File: src/rtl/en_to_level.sv
// Turns set/clr enable strobes into a registered level with minimum high/low widths.
// Optional `EN_TO_LEVEL_PEND_EN` adds a one-deep deferred-request register; otherwise late requests are dropped.
module en_to_level #(
  parameter int MIN_HIGH = 4,
  parameter int MIN_LOW  = 4,
  parameter bit INIT     = 1'b0
) (
  input  logic       clk,
  input  logic       rst_n,
  input  logic       set_en,
  input  logic       clr_en,
  output logic       out,
  output logic       busy,
  output logic       pend,
  output logic       drop,
  output logic [1:0] dbg_state
);

  localparam int MAX_MIN = (MIN_HIGH > MIN_LOW) ? MIN_HIGH : MIN_LOW;
  localparam int CW      = $clog2(MAX_MIN + 1);
  localparam logic [CW-1:0] HIGH_LOAD = CW'(MIN_HIGH - 1);
  localparam logic [CW-1:0] LOW_LOAD  = CW'(MIN_LOW - 1);

`ifdef EN_TO_LEVEL_PEND_EN
  localparam bit PEND_EN = 1'b1;
`else
  localparam bit PEND_EN = 1'b0;
`endif

  // Bit 1 of the encoding is the output level, so the current level is state[1].
  typedef enum logic [1:0] {
    LOW       = 2'd0,
    LOW_HOLD  = 2'd1,
    HIGH_HOLD = 2'd2,
    HIGH      = 2'd3
  } state_t;

  localparam state_t RESET_STATE = INIT ? HIGH : LOW;

  state_t        state;
  logic [CW-1:0] cnt;

  logic   cur_level;
  logic   bounce;
  logic   req_opp;
  logic   req_cur;
  logic   pend_eff;
  state_t flip_state;
  state_t stable_state;
  logic [CW-1:0] flip_load;

  always_comb begin
    cur_level    = state[1];
    bounce       = set_en & clr_en;
    req_opp      = bounce | (cur_level ? (clr_en & ~set_en) : (set_en & ~clr_en));
    req_cur      = cur_level ? (set_en & ~clr_en) : (clr_en & ~set_en);
    // Latest request in this cycle overrides whatever was stored.
    pend_eff     = PEND_EN & (req_opp | (pend & ~req_cur));
    flip_state   = cur_level ? LOW_HOLD : HIGH_HOLD;
    flip_load    = cur_level ? LOW_LOAD : HIGH_LOAD;
    stable_state = cur_level ? HIGH : LOW;
  end

  always_ff @(posedge clk or negedge rst_n) begin
    if (!rst_n) begin
      state <= RESET_STATE;
      out   <= INIT;
      busy  <= 1'b0;
      pend  <= 1'b0;
      drop  <= 1'b0;
      cnt   <= '0;
    end else begin
      drop <= 1'b0;
      case (state)
        LOW, HIGH: begin
          if (req_opp) begin
            state <= flip_state;
            out   <= ~cur_level;
            busy  <= 1'b1;
            cnt   <= flip_load;
            pend  <= PEND_EN & bounce;
            drop  <= ~PEND_EN & bounce;
          end
        end
        LOW_HOLD, HIGH_HOLD: begin
          if (cnt != '0) begin
            cnt  <= cnt - 1'b1;
            pend <= pend_eff;
            drop <= ~PEND_EN & req_opp;
          end else if (pend_eff) begin
            // Expiry with a deferred flip: straight into the opposite hold, no idle gap.
            state <= flip_state;
            out   <= ~cur_level;
            busy  <= 1'b1;
            cnt   <= flip_load;
            pend  <= 1'b0;
          end else begin
            state <= stable_state;
            busy  <= 1'b0;
            pend  <= 1'b0;
            drop  <= ~PEND_EN & req_opp;
          end
        end
        default: begin
          state <= RESET_STATE;
          out   <= INIT;
          busy  <= 1'b0;
          pend  <= 1'b0;
          cnt   <= '0;
        end
      endcase
    end
  end

  assign dbg_state = state;

endmodule
File: config.mk
export PLATFORM = sky130hd
export DESIGN_NAME = en_to_level
export DESIGN_NICKNAME = d
export VERILOG_FILES = /design/src/rtl/en_to_level.sv
export SDC_FILE = /design/constraint.sdc
export NUM_CORES = 1
export LEC_CHECK = 0
export ABC_AREA = 1
export BUFFER_PORTS_ARGS = -buffer_cell sky130_fd_sc_hd__buf_2
export CELL_PAD_IN_SITES_DETAIL_PLACEMENT = 0
export CELL_PAD_IN_SITES_GLOBAL_PLACEMENT = 1
export CORE_UTILIZATION = 32
export DETAILED_ROUTE_END_ITERATION = 12
export HOLD_SLACK_MARGIN = 0.05
export PLACE_DENSITY = 0.73
export SLEW_MARGIN = 40
export SYNTH_ARGS = -nofsm -noshare
export SYNTH_HDL_FRONTEND = slang
export SYNTH_SLANG_ARGS = --single-unit
export TNS_END_PERCENT = 5
File: constraint.sdc
create_clock -name clk -period 1.25 [get_ports clk]
set_input_delay 0.1875 -clock clk [delete_from_list [all_inputs] [get_ports clk]]
set_output_delay 0.1875 -clock clk [all_outputs]
set_load 0.005 [all_outputs]
# After elaboration in Yosys (flattened, before gate mapping)
# Cells that the tools add are included.
# Widths: inputs -> output; s select.
[totals]
register_bits = 9
latch_bits = 0
ram_bits = 0
romBits = 0
in_bits = 4
wordCells = 46
mem_count = 0
[op_classes]
addsub = 1
n_mul = 0
n_div = 0
magnitude_cmp = 0
eq_ne = 6
n_shift = 0
mux = 18
bitwise_logic = 8
reduce_logical = 7
[op_table]
columns = ["cell", "n"]
rows = [
  ["$mux 2", 4],
  ["$mux 1", 7],
  ["$mux 3", 2],
  ["$ne 2x2->1 const B", 3],
  ["$pmux 1 s2", 3],
  ["$pmux 3 s2", 1],
  ["$reduce_and 2->1", 3],
  ["$eq 2x2->1 const B", 2],
  ["$not 1->1", 4],
  ["$pmux 2 s2", 1],
  ["$reduce_or 2->1", 2],
  ["$and 1x1->1", 3],
  ["$reduce_bool 3->1", 1],
  ["$sub 3x1->3 const B", 1],
  ["$eq 2x1->1 const B", 1],
  ["$logic_not 2->1", 1],
  ["$or 1x1->1", 1],
]

# Longest topological paths before layout
# Gate-level depths: netlist (run 1).
[logic_depth]
word_depth = 6
mapped_depth = 8
mapped_depth_nobuf = 8

# Least setup slack after synthesis (run 1)
# OpenSTA, ideal clock, no wires.
[synth_timing]
path_kind = "reg2reg"
from = "register state[1], in the netlist dbg_state[1]"
to = "register busy"
setup_ns = 0.118
t_arrival_ns = 1.149
required_time_ns = 1.132
slack_ns = -0.017
stages_incl_launch_ff = 8
n_path_buf = 0
synth_period_minus_slack_ns = 1.267
path_cell_list = "dfrtp_1 > inv_2 > ha_1 > inv_2 > nand3_2 > nand2_2 > nand2_1 > nand2_1"
[synth_between]
elab_chain_cells = 4
elab_cells_between_ends = 12
[synth_lines]
columns = ["element", "line_no", "source"]
rows = [
  ["start: declaration", "40", "state_t state;"],
  ["start signal: assignment", "77", "state <= flip_state;"],
  ["start signal: assignment", "92", "state <= flip_state;"],
  ["start signal: assignment", "98", "state <= stable_state;"],
  ["$eq 2x1->1 (tied with other cells)", "74", "case (state)"],
  ["$reduce_or 2->1 or $or 1x1->1 (tied branches)", "74, 55", ""],
  ["$ne 2x2->1 (no source line)", "-", ""],
  ["$reduce_and 2->1 (no source line)", "-", ""],
  ["end signal: assignment", "68", "busy <= 1'b0;"],
  ["end signal: assignment", "79", "busy <= 1'b1;"],
  ["end signal: assignment", "94", "busy <= 1'b1;"],
  ["end: declaration", "13", "output logic busy,"],
]
# Parallel ways exist; a longest one is shown, timed or not.
# A chain may end at the register's enable or synchronous reset.

# Worst setup path in the final report (run 1)
[layout_timing]
from = "register cnt[1]"
to = "register cnt[2]"
[layout_between]
elab_chain_cells = 3
elab_cells_between_ends = 6
[layout_lines]
columns = ["element", "line_no", "source"]
rows = [
  ["start: declaration", "41", "logic [CW-1:0] cnt;"],
  ["start signal: assignment", "80", "cnt <= flip_load;"],
  ["start signal: assignment", "87", "cnt <= cnt - 1'b1;"],
  ["start signal: assignment", "95", "cnt <= flip_load;"],
  ["$sub 3x1->3 or $reduce_bool 3->1 (tied branches)", "87, 86", ""],
  ["$mux 3 or $ne 2x2->1 (tied branches)", "-", ""],
  ["$pmux 3 s2 or $reduce_and 2->1 (tied branches)", "-", ""],
]
# Parallel ways exist; a longest one is shown, timed or not. The select of a mux whose other input is x is not followed.

==> results of run 1 <==
[stage by stage]
| stage | instance area [sq um] | util |
|---|---|---|
| 5_1_grt | 571 | 0.438 |
| 6_report | 571 | 0.438 |
| 2_1_floorplan | 459 | - |
| 3_3_place_gp | 510 | 0.392 |
| 3_5_place_dp | 510 | 0.392 |
| 4_1_cts | 543 | 0.417 |
[state kept, by name, indices dropped and copies added, names as in the netlist]
register,flops
cnt,3
dbg_state,2
busy,1
drop,1
out,1
[placed cells by master, fill, tap and decap left out, drive strengths merged]
master	netlist	routed
a21oi	1	1
buf	2	9
clkbuf	0	3
conb	1	1
dfrtp	8	8
dlygate4sd3	0	1
ha	3	3
inv	9	9
nand2	17	17
nand3	7	7
nor2	1	1
o211ai	1	1
o21ai	1	1
or2	1	1
[worst max path at each step]
stage / endpoint / startpoint / slack, ps / depth (start not counted)
2_1_floorplan: cnt[2] / cnt[0] / 50 / 7
3_3_place_gp: cnt[2] / cnt[0] / 10 / 7
3_5_place_dp: cnt[2] / cnt[0] / -10 / 7
4_1_cts: cnt[2] / cnt[0] / 9 / 7
5_1_grt: cnt[2] / cnt[0] / -20 / 7
6_report: cnt[2] / cnt[1] / 60 / 7
[metal layers]
layer	vias up	share of wire	track usage
met5	-	0	0
met4	0	0	0
met3	0	0.042	0.102
met2	6	0.45	0.208
met1	156	0.50	0.154
li1	181	-	-
[what timing repair did]
item	CTS	global route
hold buffers	1	0
endpoints found under the hold margin	8	0
endpoints found under the setup margin	1	7
pin swaps	0	4
gates resized for setup	1	7
[cell type report]
cell class,instances,area share
Timing Repair Buffer,10,0.101
Clock buffer,3,0.0395
Sequential cell,8,0.351
Tap cell,15,0.0329
Inverter,9,0.0636
Multi-Input combinational cell,33,0.412
[power groups by stage]
stage               combinational [mW]  sequential, mW  clock, mW
floorplan                        0.717           0.473          0
global placement                 0.951           0.453          0
detailed placement               0.955           0.460          0
CTS                              0.961           0.457      0.202
global route                      1.18           0.475      0.216
finish                            1.01           0.459      0.199
[cell families after synthesis]
group | count (synthesis)
and+or+nand+nor | 26
adders and majority gates | 3
buffers and inverters | 11
other | 1
AOI/OAI and AO/OA | 3
DFF | 8
[worst register-to-register path, stage by stage, from the launching register on]
cell and delay [ps]:
dfrtp_1 340, inv_1 70, ha_4 170, ha_4 160, inv_4 60, nand2_4 70, or2_1 220, nand2_1 50
==> results.md, run 1 <==
- The flow ran to the end, and the final reports show no timing, DRC or antenna violations.
- Yosys instantiated no cell more often than nand2_1.
- The count of final hold-check violations is 0.
- The share of total power dissipated in sequential elements is 0.275.
- TritonCTS built the clock tree.
- The first global-routing pass estimated 1300 um of wire.
- The maximum frequency from static timing analysis is 842 MHz.
- The combined global-route utilization of all metal layers is 0.134.
- The post-layout total power is 1.67 mW.
- The share of the synthesized area in the top cell type is 0.448.
- The compound-cell area share of the yosys netlist was 0.0392.
- The number of buffers inserted to repair setup after CTS is 0.
- The worst register-to-register path has a setup slack of 60 ps.
- In this run the worst path has a maximum fanout of 7.
- The worst setup path is launched from a flip-flop.
- The count of antenna diodes in the layout is 0.
- The remaining number of nets flagged by the antenna check after routing is 0.
- The via count of the first global-routing pass is 322.
- The fraction of synthesized area in multiplexers is 0.
- The share of async-settable or async-resettable flops after synthesis is 1.00.
- The clock net in this run drives a total of 8 sinks.
- The number of violations of the max-capacitance limit is 0.
- The vertical die dimension is 39.4 um.
- Internal power comes to 0.937 mW.
- The endpoint type of the worst setup path is a flip-flop.
- The kind of cell with the highest combined delay on the critical path is flip-flops.
- The overall via count from detail_route is 343.
- The count of placed standard cells including taps is 74.
- Wires add up to 804 um.
- The number of DRC markers in iteration 0 is 0.
- Summing all flip-flop and latch instances after layout gives 200 sq um.
- In this run the power density over the cells is 2930 nW/um^2.
- Entering global routing, the biggest net connects 9 pins.
- The gate count of the mapped netlist is 52.
- The count of final setup violators is 0.
- In this run, distinct cell masters in the synthesized netlist total 17.
- The initial antenna violation count is 0.
- The required time of the critical path is 1440 ps.
- The cell at the slowest stage of the critical path is dfrtp_1.
- The total nets after synthesis is 59.
- The average instance in the mapped netlist occupies 8.59 sq um.
- By area the synthesized netlist is led by dfrtp_1, nand2_1, ha_1.
- After detailed routing, the number of vias per cell comes to 4.40.
- The clock input transition at the sequential cells of the worst setup and hold paths is 60 ps.
- The number of nets in the finished design is 72.
- Clock latency on the worst-skew pair, taken at its later pin, is 250 ps.
- Sorting the synthesized cells by how often they occur yields nand2_1, dfrtp_1, inv_1, nand3_1, ha_1.
- The worst IR drop on VDD is 0.000882 V.
- The synthesized design contains 8 register bits.
- The number of buffers between clock root and the deepest sink is 2.
- For this run, the slowest stage of the critical path takes 340 ps.
- The post-route clock period utilization is 0.950.
- The final worst setup slack is 62.5 ps.
- The standby leakage power is 0.299 nW.
- The root cell of the clock tree is clkbuf_4.
- The number of I/O port buffers is 8.
- Across the routed clock network, the largest skew measured is 1.93 ps.
- The arrival time reported for the critical path endpoint is 1380 ps.
- The worst register-to-register path ends at cnt[2].
- The max-slew violation count is 0.
- The congestion estimate from routability-driven global placement came to 0.764.
- The combinational group share of total power is 0.606.
- After layout, the minimum clock period comes to 1190 ps.
- OpenSTA, run right after detailed placement, puts the worst setup slack at -12.2 ps.
- The area share of fa/ha/maj cells after synthesis is 0.0840.
- The switching power is 0.732 mW.
- The die footprint is 1550 sq um.
- For this run, the number of Yosys warnings is 0.
- Dividing the detail-routed wire length by the instance count gives 10.3 um.
- The dominant combinational cell family by area after synthesis is simple AND/OR/NAND/NOR gates.
- In this run the critical register-to-register path is launched from cnt[1].
- Of the total synthesized cell area, the portion taken by AND, OR, NAND and NOR gates is 0.311.
- The number of cells traversed by the worst hold path is 3.
- Setup repair after global routing could not meet its margin everywhere.
- The level count of the clock H-tree is 1.
- The core region is 1300 sq um.
- The startpoint of the tightest hold check path is set_en.
- The setup path with the least slack is of type flip-flop to flip-flop.
- In the final layout, the share of cells above drive strength 1 is 0.397.
- The final sum of negative setup slack is 0 ps.
- The clock buffer count from CTS is 3.
- For this run, the number of standard cells in the final layout without fillers is 78.
- The area taken by multi-input logic gates is 235 sq um.
- Yosys mapped a number of flops with a built-in enable equal to 0.
- The die boundary width is 39.4 um.
- In this run the cell area of the synthesized design comes to 447 sq um.
- By instance count, the cell type seen most on the critical path is ha_4.
- Of the total synthesized cell area, the portion taken by XOR and XNOR cells is 0.
- The fill cell instance count of the final layout is 143.
- Across all hold checks on the routed design, the worst slack comes to 219 ps.
- The switching portion of total power is 0.438.
- The DRC violation count after routing is 0.
- The destination of the worst hold path is drop.
- The share of total power dissipated in the clock network is 0.119.
- The worst hold path belongs to the class input pin to flip-flop.
- The number of I/O pins is 10.
- The portion of the post-synthesis area used by sequential elements is 0.448.
- Counting cells, the worst reg-to-reg path comes to 7.
- The sum of net half-perimeters after detailed placement is 590 um.
- The signal on the critical path passes through inv_1 > ha_4 > ha_4 > inv_4 > nand2_4 > or2_1 > nand2_1.
- For this configuration, the core starts out at a cell density of 0.343.
- For this run, the detailed router's first-pass iteration total came to 1.
- The total overflow left after global routing is 0.
- Counting both buffers and inverters, the worst setup path holds a total of 2.
- The biggest area consumer among synthesized cells is dfrtp_1.
- The area growth from synthesis to layout is 27.7%.
- The predominant post-synthesis flop cell is dfrtp_1.
- The number of standard-cell rows in the floorplan is 13.
Power figures use the tool's default switching activity.
==> inputs of run 2 (changes only) <==
--- a/config.mk
+++ b/config.mk
@@ -13,6 +13,8 @@
 export DETAILED_ROUTE_END_ITERATION = 12
 export HOLD_SLACK_MARGIN = 0.05
 export PLACE_DENSITY = 0.73
+export REMOVE_ABC_BUFFERS = 1
+export SETUP_SLACK_MARGIN = 0.4
 export SLEW_MARGIN = 40
 export SYNTH_ARGS = -nofsm -noshare
 export SYNTH_HDL_FRONTEND = slang
==> run 2 against run 1 <==
Against the previous run:
- worst setup slack improved by 5.9 ps
- critical endpoint is now dbg_state[0]
- combinational power up 21%
- global-route usage grew 1.4 points
- fmax increased by 0.50%
==> results.md, run 2 (synthesized netlist as in run 1, its figures left out) <==
- The number of logic stages on the critical path including buffering is 3 (-4).
- The required time of the critical path is 1060 ps (-380 ps).
- The die boundary width is 39.4 um (unchanged).
- The sum of overflow across all layers after global routing is 0 (unchanged).
- The DRC violation count after routing is 0 (unchanged).
- The number of I/O pins is 10 (unchanged).
- The final critical-path required period is 1180 ps (-5.91 ps).
- The max-slew violation count is 0 (unchanged).
- Counting stages on the worst path, the most repeated cell is buf_6.
- The number of cells traversed by the worst hold path was 3 (unchanged).
- The final worst setup slack came to 68.4 ps (+5.91 ps).
- The arrival time reported for the critical path endpoint is 990 ps (-390 ps).
- The placeable core region is 1300 sq um (unchanged).
- The number of DRC markers in iteration 0 came to 2 (+2).
- The vertical die dimension was 39.4 um (unchanged).
- The maximum frequency from static timing analysis is 846 MHz (+0.50%).
- The number of clock sinks is 8 (unchanged).
- The register containing the most flip-flops in the final layout is cnt.
- Setup repair after global routing could not meet its margin everywhere.
- The number of standard-cell rows in the floorplan is 13 (unchanged).
- The clock latency at the later pin of the worst-skew pair is 250 ps (about the same).
- The clock input transition at the sequential cells of the worst setup and hold paths is 60 ps (about the same).
- The sum of routed wire length over all layers is 913 um (+14%).
- The type of the worst setup path is flip-flop to output pin.
- The first-pass GRT wire length came to 1400 um (+7.9%).
- The post-route clock period utilization is 0.945 (-0.00473).
- The number of nets in the finished design came to 76 (+5.6%).
- The setup clock skew after layout is 6.37 ps (+4.44 ps).
- The number of flip-flops under the largest register name was 3 (unchanged).
- The worst setup slack after placement came to -21.9 ps (-9.67 ps).
- The initial antenna violation count is 0 (unchanged).
- The remaining number of nets flagged by the antenna check after routing is 0 (unchanged).
- The level count of the clock H-tree is 1 (unchanged).
- The post-layout total power was 1.87 mW (+12%).
- The combined buffer and inverter count along the critical path came to 3 (+1).
- The path class of the tightest hold or removal check is input pin to flip-flop.
- The routed via count divided by cell count is 4.57 (+4.0%).
- The library cell used most frequently in the layout, excluding fill and tap cells, is nand2_1.
- The worst setup path is captured at an output pin.
- STA classifies the critical path startpoint as a flip-flop.
- The starting utilization of the core area is 0.343 (unchanged).
- The count of final hold-check violations is 0 (unchanged).
- The top cell types in the final layout, fill and taps aside, are nand2_1, dfrtp_1, buf_2.
- The run finished with clean final reports.
- The count of antenna diodes in the layout came to 0 (unchanged).
- The kind of cell with the highest combined delay on the critical path is flip-flops.
- The clock buffer count from CTS is 3 (unchanged).
- The detailed-router iteration count before antenna repair is 2 (+1).
- The number of buffers between clock root and the deepest sink came to 2 (unchanged).
- The sum of net half-perimeters after detailed placement is 611 um (+3.6%).
- The number of violations of the max-capacitance limit is 0 (unchanged).
- The critical path goes through buf_4 > buf_6 > buf_6.
- The final hold slack came to 218 ps (-0.719 ps).
- The last weighted congestion value of the routability-driven placer is 0.785 (+2.8%).
- The root cell of the clock tree is clkbuf_4.
- The depth of the worst register-to-register path is 7 (unchanged).
- The number of I/O port buffers was 8 (unchanged).
- The combined global-route utilization of all metal layers is 0.147 (+0.0137).
- The overall via count from detail_route came to 375 (+9.3%).
- The wire length per cell after detailed routing is 11.1 um (+8.0%).
- The pin count of the biggest net entering global routing is 9 (unchanged).
- The maximum cell stage delay along the critical path came to 400 ps (+60 ps).
- The slowest stage of the critical path belongs to the cell dfrtp_1.
- The total power density per cell area is 3020 nW/um^2 (+3.2%).
- The share of post-route cells with drive strength above 1 is 0.448 (+0.0509).
- The worst-path maximum fanout came to 2 (-5).
- From synthesis to final layout, the design area changed by 38.9%.
- The standby leakage power is 0.320 nW (+7.2%).
- TritonCTS built the clock tree.
- The worst IR drop on VDD was 0.00134 V (+52%).
- The count of final setup violators is 0 (unchanged).
- The via count of the first global-routing pass is 354 (+9.9%).
- The die footprint came to 1550 sq um (unchanged).
-- run 2: cell types whose count changed in the layout (fill, tap and decap cells not counted), sizes merged --
cell	before	now
buf	9	13
-- run 2: per-layer routing --
metal | vias up | routed length [um] | global-route usage
li1 | 191 | - | -
met1 | 174 | 397 | 0.159
met2 | 8 | 473 | 0.238
met3 | 2 | 33 | 0.0341
met4 | 0 | 9 | 0.129
met5 | - | 0 | 0
-- run 2: timing repair --
item / CTS / global route
pin swaps: 5 / 6
hold buffers: 1 / 0
setup endpoints to repair: 13 / 13
endpoints found under the hold margin: 8 / 0
buffers inserted: 0 / 1
resized for setup: 10 / 5
-- run 2: final timing paths --
| kind | slack (ps) | endpoint | from |
|---|---|---|---|
| min reg2reg | 490 | out | out |
| max in group asynchronous | 770 | busy | rst_n |
| min | 220 | drop | set_en |
| min in group asynchronous | 310 | out | rst_n |
| max reg2reg | 80 | cnt[2] | cnt[0] |
| max | 70 | dbg_state[0] | dbg_state[0] |
-- run 2: stage by stage --
step                cell area, sq um  instances  utilization  TNS, ps
finish                           621         82        0.477        0
global route                     621         82        0.477        0
CTS                              593         81        0.456        0
detailed placement               520         77        0.400    -50.5
global placement                 520         77        0.400    -44.5
floorplan                        432         50            -     -172
-- run 2: final cells by class --
cell class | instances | area, sq um
repair buffers | 14 | 97.6
flip-flops and latches | 8 | 200
inverters | 9 | 38.8
clock buffers | 3 | 22.5
well taps | 15 | 18.8
multi-input cells | 33 | 243
fillers | 138 | 681
-- run 2: tightest hold or removal path, stage by stage --
cell and delay, ps:
buf_2 100, a21oi_1 60, nor2_1 90
-- run 2: power by group --
part | leakage (nW) | switching, mW | internal [mW]
Combinational | 0.211 | 0.658 | 0.560
Clock | 0.0138 | 0.0863 | 0.110
Sequential | 0.0959 | 0.0653 | 0.394
Total | 0.320 | 0.810 | 1.06
